**config.mk**
```make
export PLATFORM = sky130hd
export DESIGN_NAME = palette_colour_mux_flat
export DESIGN_NICKNAME = d
export VERILOG_FILES = /design/src/rtl/video_pkg.sv /design/src/rtl/palette_colour_mux_if.sv /design/src/rtl/palette_ram.sv /design/src/rtl/palette_colour_mux.sv /design/src/flat_wrapper.sv
export SDC_FILE = /design/constraint.sdc
export NUM_CORES = 1
export LEC_CHECK = 0
export CAP_MARGIN = 10
export CELL_PAD_IN_SITES_DETAIL_PLACEMENT = 0
export CELL_PAD_IN_SITES_GLOBAL_PLACEMENT = 1
export CORE_ASPECT_RATIO = 0.5
export CORE_MARGIN = 2
export CORE_UTILIZATION = 45
export DETAILED_ROUTE_END_ITERATION = 12
export GPL_ROUTABILITY_DRIVEN = 0
export GPL_TIMING_DRIVEN = 1
export MAX_ROUTING_LAYER = met4
export PLACE_DENSITY = 0.76
export SLEW_MARGIN = 40
export SYNTH_ARGS = -nofsm -noshare
export SYNTH_HDL_FRONTEND = slang
export SYNTH_SLANG_ARGS = --single-unit
```
**constraint.sdc**
```tcl
create_clock -name Clk -period 1.61 [get_ports Clk]
set_input_delay 0.4025 -clock Clk [delete_from_list [all_inputs] [get_ports Clk]]
set_output_delay 0.4025 -clock Clk [all_outputs]
set_load 0.005 [all_outputs]
```
**src/rtl/video_pkg.sv**
```systemverilog
// Shared video-path definitions: the default palette, RGB packing helpers
// and the palette write-handshake state type.
package video_pkg;

  localparam int MAX_CH_W  = 16;
  localparam int DEF_DEPTH = 16;

  typedef enum logic {
    IDLE = 1'b0,
    PEND = 1'b1
  } wr_state_e;

  // Reference palette at 3 bits per channel, packed {R, G, B}.
  localparam logic [8:0] DEFAULT_PAL3 [DEF_DEPTH] = '{
    9'b000000000, 9'b001111000, 9'b111111000, 9'b010001111,
    9'b110000010, 9'b111111111, 9'b001111100, 9'b111001111,
    9'b111100000, 9'b111110010, 9'b000010000, 9'b010000000,
    9'b000000000, 9'b000000000, 9'b000000000, 9'b000000000
  };

  // Stretch a 3-bit channel to ch_w bits by MSB-aligned bit replication.
  function automatic logic [MAX_CH_W-1:0] widen_chan(input logic [2:0] v, input int ch_w);
    logic [MAX_CH_W-1:0] res;
    res = '0;
    for (int i = 0; i < ch_w && i < MAX_CH_W; i++) begin
      res[ch_w-1-i] = v[2-(i%3)];
    end
    return res;
  endfunction

  // Pack three ch_w-bit channels into the low 3*ch_w bits as {R, G, B}.
  function automatic logic [3*MAX_CH_W-1:0] pack_rgb(input logic [MAX_CH_W-1:0] r,
                                                      input logic [MAX_CH_W-1:0] g,
                                                      input logic [MAX_CH_W-1:0] b,
                                                      input int ch_w);
    logic [3*MAX_CH_W-1:0] res;
    res = '0;
    for (int j = 0; j < ch_w && j < MAX_CH_W; j++) begin
      res[2*ch_w+j] = r[j];
      res[ch_w+j]   = g[j];
      res[j]        = b[j];
    end
    return res;
  endfunction

  // Default palette entry for any channel width; entries past the table are black.
  function automatic logic [3*MAX_CH_W-1:0] default_rgb(input int idx, input int ch_w);
    logic [8:0] base;
    if (idx >= DEF_DEPTH) return '0;
    base = DEFAULT_PAL3[idx];
    return pack_rgb(widen_chan(base[8:6], ch_w), widen_chan(base[5:3], ch_w),
                    widen_chan(base[2:0], ch_w), ch_w);
  endfunction

endpackage

```
**src/rtl/palette_colour_mux_if.sv**
```systemverilog
// Pixel-source, palette-update and RGB signals of the colour mux.
interface palette_colour_mux_if #(
  parameter int NUM_SRC = 3,
  parameter int IDX_W   = 4,
  parameter int CH_W    = 3
);
  logic                     PixEn;
  logic [NUM_SRC*IDX_W-1:0] Colour;
  logic [NUM_SRC-2:0]       Sel;
  logic                     Blank;
  logic                     PalWrReq;
  logic [IDX_W-1:0]         PalAddr;
  logic [3*CH_W-1:0]        PalData;
  logic                     PalBusy;
  logic                     PalAck;
  logic [3*CH_W-1:0]        RGB;

  modport master (
    output PixEn, Colour, Sel, Blank, PalWrReq, PalAddr, PalData,
    input  PalBusy, PalAck, RGB
  );

  modport slave (
    input  PixEn, Colour, Sel, Blank, PalWrReq, PalAddr, PalData,
    output PalBusy, PalAck, RGB
  );
endinterface

```
**src/rtl/palette_ram.sv**
```systemverilog
// Palette register file: async read, sync write, reloads the default table on reset.
module palette_ram
  import video_pkg::*;
#(
  parameter int IDX_W = 4,
  parameter int CH_W  = 3
) (
  input  logic              clk,
  input  logic              rst_n,
  input  logic              we,
  input  logic [IDX_W-1:0]  waddr,
  input  logic [3*CH_W-1:0] wdata,
  input  logic [IDX_W-1:0]  raddr,
  output logic [3*CH_W-1:0] rdata
);

  localparam int DEPTH = 2**IDX_W;

  logic [3*CH_W-1:0] mem_q [DEPTH];

  // Entry storage; reset restores the default palette.
  // NOTE: this array is reset on purpose (the palette must come back to its
  // default table), so it maps to flops rather than a RAM macro.
  always_ff @(posedge clk or negedge rst_n) begin
    if (!rst_n) begin
      for (int i = 0; i < DEPTH; i++) begin
        mem_q[i] <= (3*CH_W)'(default_rgb(i, CH_W));
      end
    end else if (we) begin
      mem_q[waddr] <= wdata;
    end
  end

  // Combinational read sees the pre-edge contents (read-before-write).
  assign rdata = mem_q[raddr];

endmodule

```
**src/rtl/palette_colour_mux.sv**
```systemverilog
// Priority colour-source select, two-stage palette lookup to registered RGB,
// and a palette write handshake that defers the commit to blank time.
module palette_colour_mux
  import video_pkg::*;
#(
  parameter int NUM_SRC = 3,
  parameter int IDX_W   = 4,
  parameter int CH_W    = 3
) (
  input  logic                  Clk,
  input  logic                  nReset,
  palette_colour_mux_if.slave   bus
);

  logic [IDX_W-1:0]  sel_idx;
  logic [IDX_W-1:0]  idx_d, idx_q;
  logic              blank_d, blank_q;
  logic [3*CH_W-1:0] rgb_d, rgb_q;
  logic [3*CH_W-1:0] rd_data;
  wr_state_e         state_d, state_q;
  logic [IDX_W-1:0]  pend_addr_d, pend_addr_q;
  logic [3*CH_W-1:0] pend_data_d, pend_data_q;
  logic              ack_d, ack_q;
  logic              wr_en;

  // Lowest set select wins; the last source is the fallback.
  // NOTE: every always_comb output gets a default first so no path can infer a latch.
  always_comb begin
    sel_idx = bus.Colour[(NUM_SRC-1)*IDX_W +: IDX_W];
    for (int k = NUM_SRC-2; k >= 0; k--) begin
      if (bus.Sel[k]) sel_idx = bus.Colour[k*IDX_W +: IDX_W];
    end
  end

  // Pipeline next state: both stages advance only on enabled pixel edges.
  always_comb begin
    idx_d   = idx_q;
    blank_d = blank_q;
    rgb_d   = rgb_q;
    if (bus.PixEn) begin
      idx_d   = sel_idx;
      blank_d = bus.Blank;
      rgb_d   = blank_q ? '0 : rd_data;
    end
  end

  // Write handshake: latch one request, commit it on the first blank edge.
  always_comb begin
    state_d     = state_q;
    pend_addr_d = pend_addr_q;
    pend_data_d = pend_data_q;
    ack_d       = 1'b0;
    wr_en       = 1'b0;
    unique case (state_q)
      IDLE: begin
        if (bus.PalWrReq) begin
          pend_addr_d = bus.PalAddr;
          pend_data_d = bus.PalData;
          state_d     = PEND;
        end
      end
      PEND: begin
        if (bus.Blank) begin
          wr_en   = 1'b1;
          ack_d   = 1'b1;
          state_d = IDLE;
        end
      end
      default: state_d = IDLE;
    endcase
  end

  // State registers for the pixel pipeline and write handshake.
  // NOTE: sequential state uses non-blocking assignments so all flops update together.
  always_ff @(posedge Clk or negedge nReset) begin
    if (!nReset) begin
      idx_q       <= '0;
      blank_q     <= 1'b1;
      rgb_q       <= '0;
      state_q     <= IDLE;
      pend_addr_q <= '0;
      pend_data_q <= '0;
      ack_q       <= 1'b0;
    end else begin
      idx_q       <= idx_d;
      blank_q     <= blank_d;
      rgb_q       <= rgb_d;
      state_q     <= state_d;
      pend_addr_q <= pend_addr_d;
      pend_data_q <= pend_data_d;
      ack_q       <= ack_d;
    end
  end

  palette_ram #(
    .IDX_W (IDX_W),
    .CH_W  (CH_W)
  ) u_palette_ram (
    .clk   (Clk),
    .rst_n (nReset),
    .we    (wr_en),
    .waddr (pend_addr_q),
    .wdata (pend_data_q),
    .raddr (idx_q),
    .rdata (rd_data)
  );

  assign bus.RGB     = rgb_q;
  assign bus.PalBusy = (state_q == PEND);
  assign bus.PalAck  = ack_q;

endmodule

```
**src/flat_wrapper.sv**
```systemverilog
// flat-port wrapper written by rule: the top's interface ports become plain ports
module palette_colour_mux_flat import video_pkg::*;
#(
  parameter int NUM_SRC = 3,
  parameter int IDX_W   = 4,
  parameter int CH_W    = 3
)
  (Clk, nReset, bus_PixEn, bus_Colour, bus_Sel, bus_Blank, bus_PalWrReq, bus_PalAddr, bus_PalData, bus_PalBusy, bus_PalAck, bus_RGB);
  palette_colour_mux_if #(.NUM_SRC(NUM_SRC), .IDX_W(IDX_W), .CH_W(CH_W)) bus_i ();
  input  logic Clk;
  input  logic nReset;
  input wire logic [$bits(bus_i.PixEn)-1:0] bus_PixEn;
  input wire logic [$bits(bus_i.Colour)-1:0] bus_Colour;
  input wire logic [$bits(bus_i.Sel)-1:0] bus_Sel;
  input wire logic [$bits(bus_i.Blank)-1:0] bus_Blank;
  input wire logic [$bits(bus_i.PalWrReq)-1:0] bus_PalWrReq;
  input wire logic [$bits(bus_i.PalAddr)-1:0] bus_PalAddr;
  input wire logic [$bits(bus_i.PalData)-1:0] bus_PalData;
  output wire logic [$bits(bus_i.PalBusy)-1:0] bus_PalBusy;
  output wire logic [$bits(bus_i.PalAck)-1:0] bus_PalAck;
  output wire logic [$bits(bus_i.RGB)-1:0] bus_RGB;
  assign bus_i.PixEn = bus_PixEn;
  assign bus_i.Colour = bus_Colour;
  assign bus_i.Sel = bus_Sel;
  assign bus_i.Blank = bus_Blank;
  assign bus_i.PalWrReq = bus_PalWrReq;
  assign bus_i.PalAddr = bus_PalAddr;
  assign bus_i.PalData = bus_PalData;
  assign bus_PalBusy = bus_i.PalBusy;
  assign bus_PalAck = bus_i.PalAck;
  assign bus_RGB = bus_i.RGB;
  palette_colour_mux #(.NUM_SRC(NUM_SRC), .IDX_W(IDX_W), .CH_W(CH_W)) u_core (.Clk(Clk), .nReset(nReset), .bus(bus_i));
endmodule
```
==> flow_metrics.py, run 1 <==
metrics = {
    "outcome": {
        "status": "finished with violations",
        "violations": "negative setup slack",
    },
    "logic_synthesis": {
        "syn_inst": 570,
        "synth_common_cells": "mux2_2, dfrtp_1, mux2i_1",
        "synth_top_cell_by_area": "dfrtp_1",
        "synth_edf_count": 0,
        "syn_nets": 602,
        "yosysMostFrequentCell": "mux2_2",
        "synth_ff_type": "dfrtp_1",
        "yosysSeqAreaShare": 0.557,
        "synth_top_area_share": 0.384,
        "yosysWarningCount": 0,
        "synthTopCellsByArea": "dfrtp_1, mux2_2, dfstp_2",
        "ys_types": 31,
        "async_flop_share": 1.00,
        "syn_area_per_cell_um2": 13.8,
        "synth_area_mm2": 0.00788,
        "ys_ff_latch": 173,
    },
    "power_and_ir_drop": {
        "powerDensity_mw_per_mm2": 1620,
        "leakage_nw": 4.56,
        "pwr-share-comb": 0.257,
        "p_sw_frac": 0.297,
        "seq_power_share": 0.475,
        "clockPowerShare": 0.268,
        "cell_internal_pwr_w": 0.0116,
        "switchingPower_w": 0.00489,
        "ir_drop_mv": 0.887,
    },
    "min_path": {
        "worstHoldPathType": "input port to async pin",
    },
    "drt": {
        "vias_per_cell": 5.45,
        "dr_total_vias": 4981,
        "drt_wl_total_um": 19000,
        "drc": 0,
        "wl_per_cell_um": 20.8,
        "ant_nets": 0,
        "first_pass_iters": 4,
        "drt-initial-drc-count": 225,
    },
    "timing": {
        "timing.final.ws_setup_ns": -0.0429,
        "rsz0062_at_grt": "true",
        "skew_ns": 0.0188,
        "maxSlewHeadroom": 0.514,
        "worst_slew_pin_slew_ns": 0.729,
        "holdWs_ns": 0.424,
        "max_freq_mhz": 605,
        "setup_viol": 21,
        "slew_viol_final": 0,
        "hold_viol_final": 0,
        "finalCriticalPeriod_ns": 1.65,
        "finalCritPeriodShare": 1.03,
    },
    "cts": {
        "clk_latency_ns": 0.43,
        "cts-htree-levels": 4,
        "numCtsBuffers": 17,
        "clock-root-buffer": "clkbuf_16",
        "path_clk_slew_ns": 0.08,
        "cts_tree": "yes",
        "cts_buffer_depth": 2,
        "cts_sinks": 173,
    },
    "floorplan": {
        "dieWidth_um": 191,
        "design.core.area_mm2": 0.0173,
        "start_util": 0.456,
        "die_h_um": 97.6,
        "rows": 34,
        "dieArea_mm2": 0.0187,
        "boundaryPins": 43,
    },
    "critical_path": {
        "endpoint_kind": "flop",
        "crit_required_ns": 1.92,
        "cp_slowest_cell": "or4_4",
        "crit_type": "flop to flop",
        "worstPathBufferInverterCount": 1,
        "cp_max_fo": 7,
        "cp_slowest_stage_delay_ns": 0.59,
        "worst_setup_path_start_kind": "flop",
        "cp_top_family": "simple AND/OR/NAND/NOR gates",
        "cp.arrival_ns": 1.96,
        "worstPathCellList": "or4_4 -> buf_8 -> mux2_4",
    },
    "grt": {
        "gr-total-overflow": 0,
        "grt_first_pass_wirelength_um": 30500,
        "grt_max_degree": 38,
        "antenna_found_initial": 0,
        "track_usage": 0.224,
        "grt_pass1_vias": 5257,
    },
    "finish": {
        "insertedDiodeCount": 0,
        "design_area_mm2": 0.0101,
        "fillers": 1376,
        "drive_gt1_frac": 0.494,
        "nets": 699,
        "fin_cells": 914,
        "area_growth_pct": 28.6,
    },
    "placement": {
        "portBuffers": 42,
        "hpwlAfterDp_um": 12400,
        "dp.cells": 868,
        "dpl_cell_area_mm2": 0.00909,
    },
    "job": {
        "max_cap_viol_count": 0,
    },
}
[power groups by stage]
stage                     clock [W]  sequential, W  combinational (W)
after floorplan                   0        0.00728            0.00279
after global placement            0        0.00776            0.00365
after detailed placement          0        0.00784            0.00377
after CTS                   0.00447        0.00777            0.00402
after global routing        0.00467        0.00806            0.00459
final                       0.00441        0.00782            0.00423
[per-stage QoR]
step	utilization	power [W]	setup TNS, ns	worst slack [ns]
floorplan	-	0.0101	-0.554	-0.0536
global placement	0.526	0.0114	-71.23	-0.569
detailed placement	0.526	0.0116	-71.95	-0.606
CTS	0.576	0.0163	-0.758	-0.0865
global route	0.587	0.0173	-1.52	-0.0735
finish	0.587	0.0165	-0.514	-0.0429
[cell type report]
type                    instances  area (um2)  share of cell area
clock buffers                  17         425              0.0420
clock inverters                15         214              0.0211
inverters                       2        7.51            0.000741
multi-input cells             360        3570               0.352
flip-flops and latches        173        4400               0.434
well taps                     234         293              0.0289
repair buffers                113        1230               0.121
[state kept, by name, summed over array words and instances (netlist names)]
register and count:
u_core.idx_q 4, u_core.pend_data_q 9, u_core.bus.PalBusy 1, u_core.bus.RGB 9, u_core.bus.PalAck 1, u_core.pend_addr_q 4
u_core.blank_q 1, u_core.u_palette_ram.mem_q 144
[per-layer routing]
metal	vias up	wire, um	track usage
met4	0	163	0.0491
li1	2281	-	-
met2	78	8640	0.320
met1	2611	9330	0.329
met3	11	842	0.0433
met5	-	0	-
[worst paths after layout]
path | start | to | slack [ns] | depth (start not counted)
min in group Clk | bus_Blank | u_core.bus.PalBusy | 0.48 | 3
max reg2reg | u_core.pend_addr_q[3] | u_core.u_palette_ram.mem_q[117] | -0.04 | 3
min | nReset | u_core.u_palette_ram.mem_q[26] | 0.42 | 2
min reg2reg | u_core.u_palette_ram.mem_q[116] | u_core.u_palette_ram.mem_q[116] | 0.49 | 1
max | u_core.pend_addr_q[3] | u_core.u_palette_ram.mem_q[117] | -0.04 | 3
max in group asynchronous | nReset | u_core.u_palette_ram.mem_q[95] | 0.57 | 3
[worst register-to-register path, stage by stage, from the launching register on]
cell and delay, ns:
dfrtp_2 0.48, or4_4 0.60, buf_8 0.16, mux2_4 0.29
[cells by family (layout without fill, tap and decap cells)]
family	count (synthesis)	in the layout	share of synthesized area
mux	238	238	0.328
simple gates	81	81	0.0597
buf+inv	37	147	0.0200
compound gates	41	41	0.0349
flops	173	173	0.557
[repair_timing]
item	CTS	global route
gates cloned	4	1
hold buffers	1	0
resized for setup	53	45
endpoints found under the hold margin	19	0
setup buffers	10	0
pin swaps	2	4
setup endpoints to repair	119	73
[layout by cell type, fill, tap and decap left out, drive strengths merged, types with 12 or more instances in the layout]
cell and n:
a22oi 27, buf 71, clkbuf 17, clkdlybuf4s50 29, dfrtp 121, dfstp 52
mux2 162, mux2i 76, nand2 16, nand2b 12, nand3 27
No activity file was read; power rests on OpenSTA's default activity.
==> inputs of run 2 (changes only) <==
- CAP_MARGIN: 10 -> unset
- CORE_UTILIZATION: 45 -> 46
- PLACE_DENSITY: 0.76 -> 0.8
- SYNTH_HIERARCHICAL: unset -> 1
==> run 2 against run 1 <==
Effect of this change: the flow still finishes with violations (negative setup slack); global-route usage is 2.1 points higher; utilization increased by 7.1 points; clock skew decreased by 0.0032 ns; critical endpoint is now u_core/u_palette_ram/mem_q[57]; largest power group unchanged; highest routed layer unchanged.
==> flow_metrics.py, run 2 <==
metrics = {
    "cts": {
        "cts_buffer_depth": 2,
        "cts_sinks": 173,
        "cts_tree": "yes",
        "clock-root-buffer": "clkbuf_16",
        "path_clk_slew_ns": 0.08,
        "cts-htree-levels": 4,
        "clk_latency_ns": 0.43,
        "numCtsBuffers": 17,
    },
    "logic_synthesis": {
        "synth_xor_area_frac": 0,
        "ys_types": 34,
        "synth_top_family_by_area": "multiplexers",
        "synth_ff_type": "dfrtp_1",
        "syn_nets": 534,
        "yosysMostFrequentCell": "mux2_2",
        "syn_area_per_cell_um2": 15.9,
        "yosysWarningCount": 6,
        "synth_top_cell_by_area": "dfrtp_1",
        "yosys.area_share.simple": 0.0553,
        "synthTopCellsByArea": "dfrtp_1, mux2_2, dfstp_2",
        "yosysSeqAreaShare": 0.552,
        "async_flop_share": 1.00,
        "synth_compound_area_frac": 0.0264,
        "ys_ff_latch": 173,
        "synthAdderAreaFrac": 0,
        "synthMuxAreaShare": 0.339,
        "synth_top_area_share": 0.380,
        "syn_inst": 502,
        "synth_area_mm2": 0.00796,
        "synth_common_cells": "mux2_2, dfrtp_1, dfstp_2",
        "synth_edf_count": 0,
    },
    "finish": {
        "design_area_mm2": 0.0109,
        "top_register": "u_core/u_palette_ram/mem_q",
        "area_growth_pct": 37.5,
        "fillers": 1089,
        "drive_gt1_frac": 0.654,
        "layout_commonest_cell": "mux2_4",
        "nets": 658,
        "largest_register_ff_count": 144,
        "mostFrequentLayoutCells": "mux2_4, dfrtp_1, dfstp_2",
        "fin_util": 0.658,
        "insertedDiodeCount": 0,
    },
    "min_path": {
        "worstHoldPathType": "input port to async pin",
    },
    "floorplan": {
        "start_util": 0.478,
        "rows": 33,
        "dieArea_mm2": 0.0184,
        "design.core.area_mm2": 0.0166,
        "dieWidth_um": 190,
        "die_h_um": 97.0,
        "boundaryPins": 43,
    },
    "critical_path": {
        "crit_type": "flop to flop",
        "cp.arrival_ns": 2.18,
        "cp_max_fo": 9,
        "crit_required_ns": 1.92,
        "worstReg2RegStart": "u_core/bus.PalBusy",
        "rrSetupSlack_ns": -0.26,
        "reg2reg_depth": 9,
        "r2r-end": "u_core/u_palette_ram/mem_q[57]",
        "endpoint_kind": "flop",
        "worst_setup_path_start_kind": "flop",
    },
    "power_and_ir_drop": {
        "leakage_nw": 4.73,
        "ir_drop_mv": 0.897,
        "powerDensity_mw_per_mm2": 1650,
        "total_power_w": 0.0180,
    },
    "grt": {
        "grt_max_degree": 68,
        "antenna_found_initial": 0,
        "gr-total-overflow": 0,
        "grt_pass1_vias": 5322,
        "track_usage": 0.245,
        "grt_first_pass_wirelength_um": 32900,
    },
    "placement": {
        "hpwlAfterDp_um": 11500,
        "dpl_cell_area_mm2": 0.00914,
        "portBuffers": 42,
    },
    "job": {
        "max_cap_viol_count": 0,
    },
    "timing": {
        "rsz0062_at_grt": "true",
        "hold_viol_final": 0,
        "timing.final.ws_setup_ns": -0.263,
        "finalCritPeriodShare": 1.16,
        "setup_viol": 153,
        "max_freq_mhz": 534,
        "worst_slew_pin_slew_ns": 0.746,
        "slew_viol_final": 0,
        "finalCriticalPeriod_ns": 1.87,
        "holdWs_ns": 0.316,
        "maxSlewHeadroom": 0.500,
        "skew_ns": 0.0156,
    },
    "drt": {
        "drc": 0,
        "drt_wl_total_um": 21300,
        "wl_per_cell_um": 24.6,
        "dr_total_vias": 4976,
        "first_pass_iters": 4,
        "drt-initial-drc-count": 341,
        "vias_per_cell": 5.75,
        "ant_nets": 0,
    },
    "outcome": {
        "status": "finished with violations",
        "violations": "negative setup slack",
    },
}
-- run 2: changes by cell type in the layout (fill, tap and decap cells not counted), sizes merged, moves of 8 or more --
| cell | previous run | this run |
|---|---|---|
| mux2i | 76 | 4 |
| mux4 | 0 | 36 |
| nand3b | 1 | 11 |
| a22oi | 27 | 18 |
| buf | 71 | 89 |
| a21oi | 9 | 0 |
| inv | 10 | 18 |
| nand3 | 27 | 6 |
-- run 2: critical path, stage by stage (launching register included) --
cell and delay [ns]:
dfrtp_1 0.38, and2_4 0.17, buf_6 0.12, buf_6 0.12, buf_6 0.10, nand3_4 0.08
buf_12 0.14, nor3_4 0.15, buf_12 0.18, mux2_4 0.31
-- run 2: final cells by class --
type | count | area, um2 | area share
clock buffer | 17 | 425 | 0.0389
clock inverter | 15 | 168 | 0.0153
inverter | 9 | 33.8 | 0.00309
multi-input combinational | 290 | 3970 | 0.363
sequential | 173 | 4400 | 0.402
tap | 227 | 284 | 0.0260
timing repair buffer | 135 | 1660 | 0.152
-- run 2: repair_timing --
item / in CTS / in global routing
hold buffers: 1 / 0
setup buffers: 30 / 5
endpoints found under the hold margin: 31 / 0
gates resized for setup: 172 / 40
gates cloned: 9 / 2
endpoints found under the setup margin: 127 / 153
pin swaps: 13 / 7
-- run 2: logic make-up (layout without fill, tap and decap cells) --
| family | count (synthesis) | count (layout) |
|---|---|---|
| buf+inv | 40 | 176 |
| simple gates | 60 | 61 |
| mux | 198 | 198 |
| flops | 173 | 173 |
| compound gates | 31 | 31 |
-- run 2: metal layers --
layer / wire, um / global-route usage / vias to the layer above
li1: - / - / 2119
met1: 10000 / 0.351 / 2722
met2: 10100 / 0.364 / 114
met3: 907 / 0.0486 / 21
met4: 248 / 0.0555 / 0
met5: 0 / - / -
-- run 2: worst max path at each step --
stage / slack (ns) / to / start / cells after the start
floorplan: -0.07 / u_core/u_palette_ram/mem_q[135] / u_core/bus.PalBusy / 5
global placement: -0.54 / u_core/u_palette_ram/mem_q[136] / bus_Blank / 5
detailed placement: -0.58 / u_core/u_palette_ram/mem_q[141] / bus_Blank / 5
CTS: -0.23 / u_core/bus.RGB[4] / u_core/idx_q[0] / 7
global route: -0.32 / u_core/bus.RGB[0] / u_core/idx_q[0] / 8
finish: -0.26 / u_core/u_palette_ram/mem_q[57] / u_core/bus.PalBusy / 9
-- run 2: power breakdown --
group          total [W]  internal (W)  leakage (nW)  switching, W
Clock            0.00415       0.00222         0.286       0.00193
Sequential       0.00805       0.00656          2.07       0.00149
Combinational    0.00585       0.00391          2.37       0.00194
Total             0.0180        0.0127          4.73       0.00536
-- run 2: metrics by stage --
step / setup WS, ns / setup TNS [ns] / cells
global placement: -0.539 / -64.52 / 789
CTS: -0.233 / -12.38 / 861
detailed placement: -0.584 / -69.76 / 789
finish: -0.263 / -24.89 / 866
floorplan: -0.0661 / -1.29 / 502
global route: -0.324 / -30.23 / 866
==> inputs of run 3 (changes only) <==
- CORE_MARGIN: 2 -> 8
- MAX_ROUTING_LAYER: met4 -> unset
==> run 3 against run 2 <==
Effect of this change: the run still ends with negative setup slack left; utilization shrank 3.0 points; via count shrank 2.1%; sequential cell count is the same; die area grew 19%; non-clock buffer count shrank 14; clock skew shrank 0.0018 ns; final cell count shrank 0.81%; routed wire length shrank 6.7%.
==> flow_metrics.py, run 3 (synthesis results as in run 2) <==
metrics = {
    "outcome": {
        "status": "finished with violations",
        "violations": "negative setup slack",
    },
    "timing": {
        "max_freq_mhz": 523,
        "skew_ns": 0.0138,
        "slew_viol_final": 0,
        "worst_slew_pin_slew_ns": 0.913,
        "hold_viol_final": 0,
        "finalCritPeriodShare": 1.19,
        "rsz0062_at_grt": "true",
        "setup_viol": 139,
        "timing.final.ws_setup_ns": -0.302,
        "maxSlewHeadroom": 0.389,
        "finalCriticalPeriod_ns": 1.91,
    },
    "cts": {
        "clock-root-buffer": "clkbuf_16",
        "cts_sinks": 173,
        "cts_tree": "yes",
        "clk_latency_ns": 0.42,
        "cts_buffer_depth": 2,
        "cts-htree-levels": 4,
        "numCtsBuffers": 17,
        "path_clk_slew_ns": 0.07,
    },
    "placement": {
        "dpl_cell_area_mm2": 0.00919,
        "dp_slack_ns": -0.579,
        "hpwlAfterDp_um": 11700,
        "portBuffers": 42,
    },
    "drt": {
        "wl_per_cell_um": 23.1,
        "dr_total_vias": 4872,
        "drt-initial-drc-count": 320,
        "vias_per_cell": 5.67,
        "drt_wl_total_um": 19900,
        "first_pass_iters": 7,
        "ant_nets": 0,
        "drc": 0,
    },
    "floorplan": {
        "dieArea_mm2": 0.0220,
        "design.core.area_mm2": 0.0171,
        "boundaryPins": 43,
        "rows": 34,
        "start_util": 0.464,
        "die_h_um": 109,
        "dieWidth_um": 202,
    },
    "critical_path": {
        "worstReg2RegStart": "u_core/idx_q[0]",
        "endpoint_kind": "flop",
        "cp_max_fo": 7,
        "cp_slowest_stage_delay_ns": 0.56,
        "rrSetupSlack_ns": -0.30,
        "worst_setup_path_start_kind": "flop",
        "cp_num_cells": 6,
        "worstPathBufferInverterCount": 1,
        "cp_top_family": "multiplexers",
        "cp.arrival_ns": 2.22,
        "crit_required_ns": 1.92,
        "worstPathCellList": "buf_12 -> mux4_2 -> a22oi_2 -> nand2_1 -> nand3b_1 -> o21ai_1",
        "r2r-end": "u_core/bus.RGB[5]",
        "cp_slowest_cell": "mux4_2",
        "reg2reg_depth": 6,
        "crit_type": "flop to flop",
    },
    "grt": {
        "grt_pass1_vias": 5283,
        "track_usage": 0.186,
        "gr-total-overflow": 0,
        "grt_first_pass_wirelength_um": 31400,
        "grt_max_degree": 41,
        "antenna_found_initial": 0,
    },
    "power_and_ir_drop": {
        "powerDensity_mw_per_mm2": 1640,
        "clockPowerShare": 0.234,
        "cell_internal_pwr_w": 0.0125,
        "leakage_nw": 4.63,
        "switchingPower_w": 0.00511,
        "seq_power_share": 0.452,
        "pwr-share-comb": 0.314,
        "p_sw_frac": 0.290,
        "ir_drop_mv": 0.951,
    },
    "min_path": {
        "worstHoldPathType": "input port to async pin",
    },
    "finish": {
        "design_area_mm2": 0.0108,
        "fillers": 1160,
        "layout_commonest_cell": "mux2_4",
        "mostFrequentLayoutCells": "mux2_4, dfrtp_1, dfstp_2",
        "drive_gt1_frac": 0.646,
        "area_growth_pct": 35.1,
        "top_register": "u_core/u_palette_ram/mem_q",
        "insertedDiodeCount": 0,
        "nets": 644,
        "largest_register_ff_count": 144,
    },
    "job": {
        "max_cap_viol_count": 0,
    },
}
-- run 3: how the worst max path moves through the flow --
| stage | start | to | slack, ns |
|---|---|---|---|
| floorplan | u_core/bus.PalBusy | u_core/u_palette_ram/mem_q[135] | -0.07 |
| global placement | bus_Blank | u_core/u_palette_ram/mem_q[138] | -0.55 |
| detailed placement | bus_Blank | u_core/u_palette_ram/mem_q[139] | -0.58 |
| CTS | u_core/idx_q[0] | u_core/bus.RGB[8] | -0.27 |
| global route | u_core/idx_q[0] | u_core/bus.RGB[3] | -0.35 |
| finish | u_core/idx_q[0] | u_core/bus.RGB[5] | -0.30 |
-- run 3: metal layers --
metal | GRT usage | part of all wire | up-vias
met5 | 0 | 0 | -
met4 | 0.0420 | 0.0058 | 0
met3 | 0.0424 | 0.049 | 7
met2 | 0.296 | 0.47 | 133
met1 | 0.259 | 0.47 | 2634
li1 | - | - | 2098
-- run 3: power groups by stage --
| stage | Combinational [W] | Clock, W | Sequential (W) |
|---|---|---|---|
| finish | 0.00554 | 0.00413 | 0.00797 |
| global route | 0.00587 | 0.00441 | 0.00819 |
| CTS | 0.00510 | 0.00418 | 0.00786 |
| detailed placement | 0.00428 | 0 | 0.00782 |
| global placement | 0.00415 | 0 | 0.00773 |
| floorplan | 0.00334 | 0 | 0.00726 |
-- run 3: repair_timing --
| action | CTS | global route |
|---|---|---|
| pin swaps | 11 | 12 |
| hold buffers | 1 | 0 |
| resized for setup | 143 | 61 |
| hold endpoints to repair | 17 | 0 |
| setup buffers | 16 | 8 |
| endpoints found under the setup margin | 100 | 154 |
| cloned | 7 | 2 |
-- run 3: layout make-up --
cell class                      instances  area (um2)  area share
Multi-Input combinational cell        290        3980       0.370
Inverter                                9        33.8     0.00314
Timing Repair Buffer                  121        1460       0.135
Sequential cell                       173        4400       0.409
Clock inverter                         15         169      0.0157
Clock buffer                           17         425      0.0396
Tap cell                              234         293      0.0272
-- run 3: worst register-to-register path, cell delays in order, from the launching register on --
cell and delay, ns:
dfrtp_2 0.52, buf_12 0.18, mux4_2 0.57, a22oi_2 0.27, nand2_1 0.12, nand3b_1 0.09, o21ai_1 0.06
-- run 3: per-stage QoR --
stage	instances	total power (W)	setup TNS, ns	utilization	hold slack, ns
floorplan	502	0.0106	-1.29	-	0.107
CTS	856	0.0171	-19.61	0.615	0.423
detailed placement	800	0.0121	-67.94	0.536	0.313
finish	859	0.0176	-14.25	0.627	0.429
global route	859	0.0185	-22.73	0.627	0.425
global placement	800	0.0119	-65.17	0.536	0.309
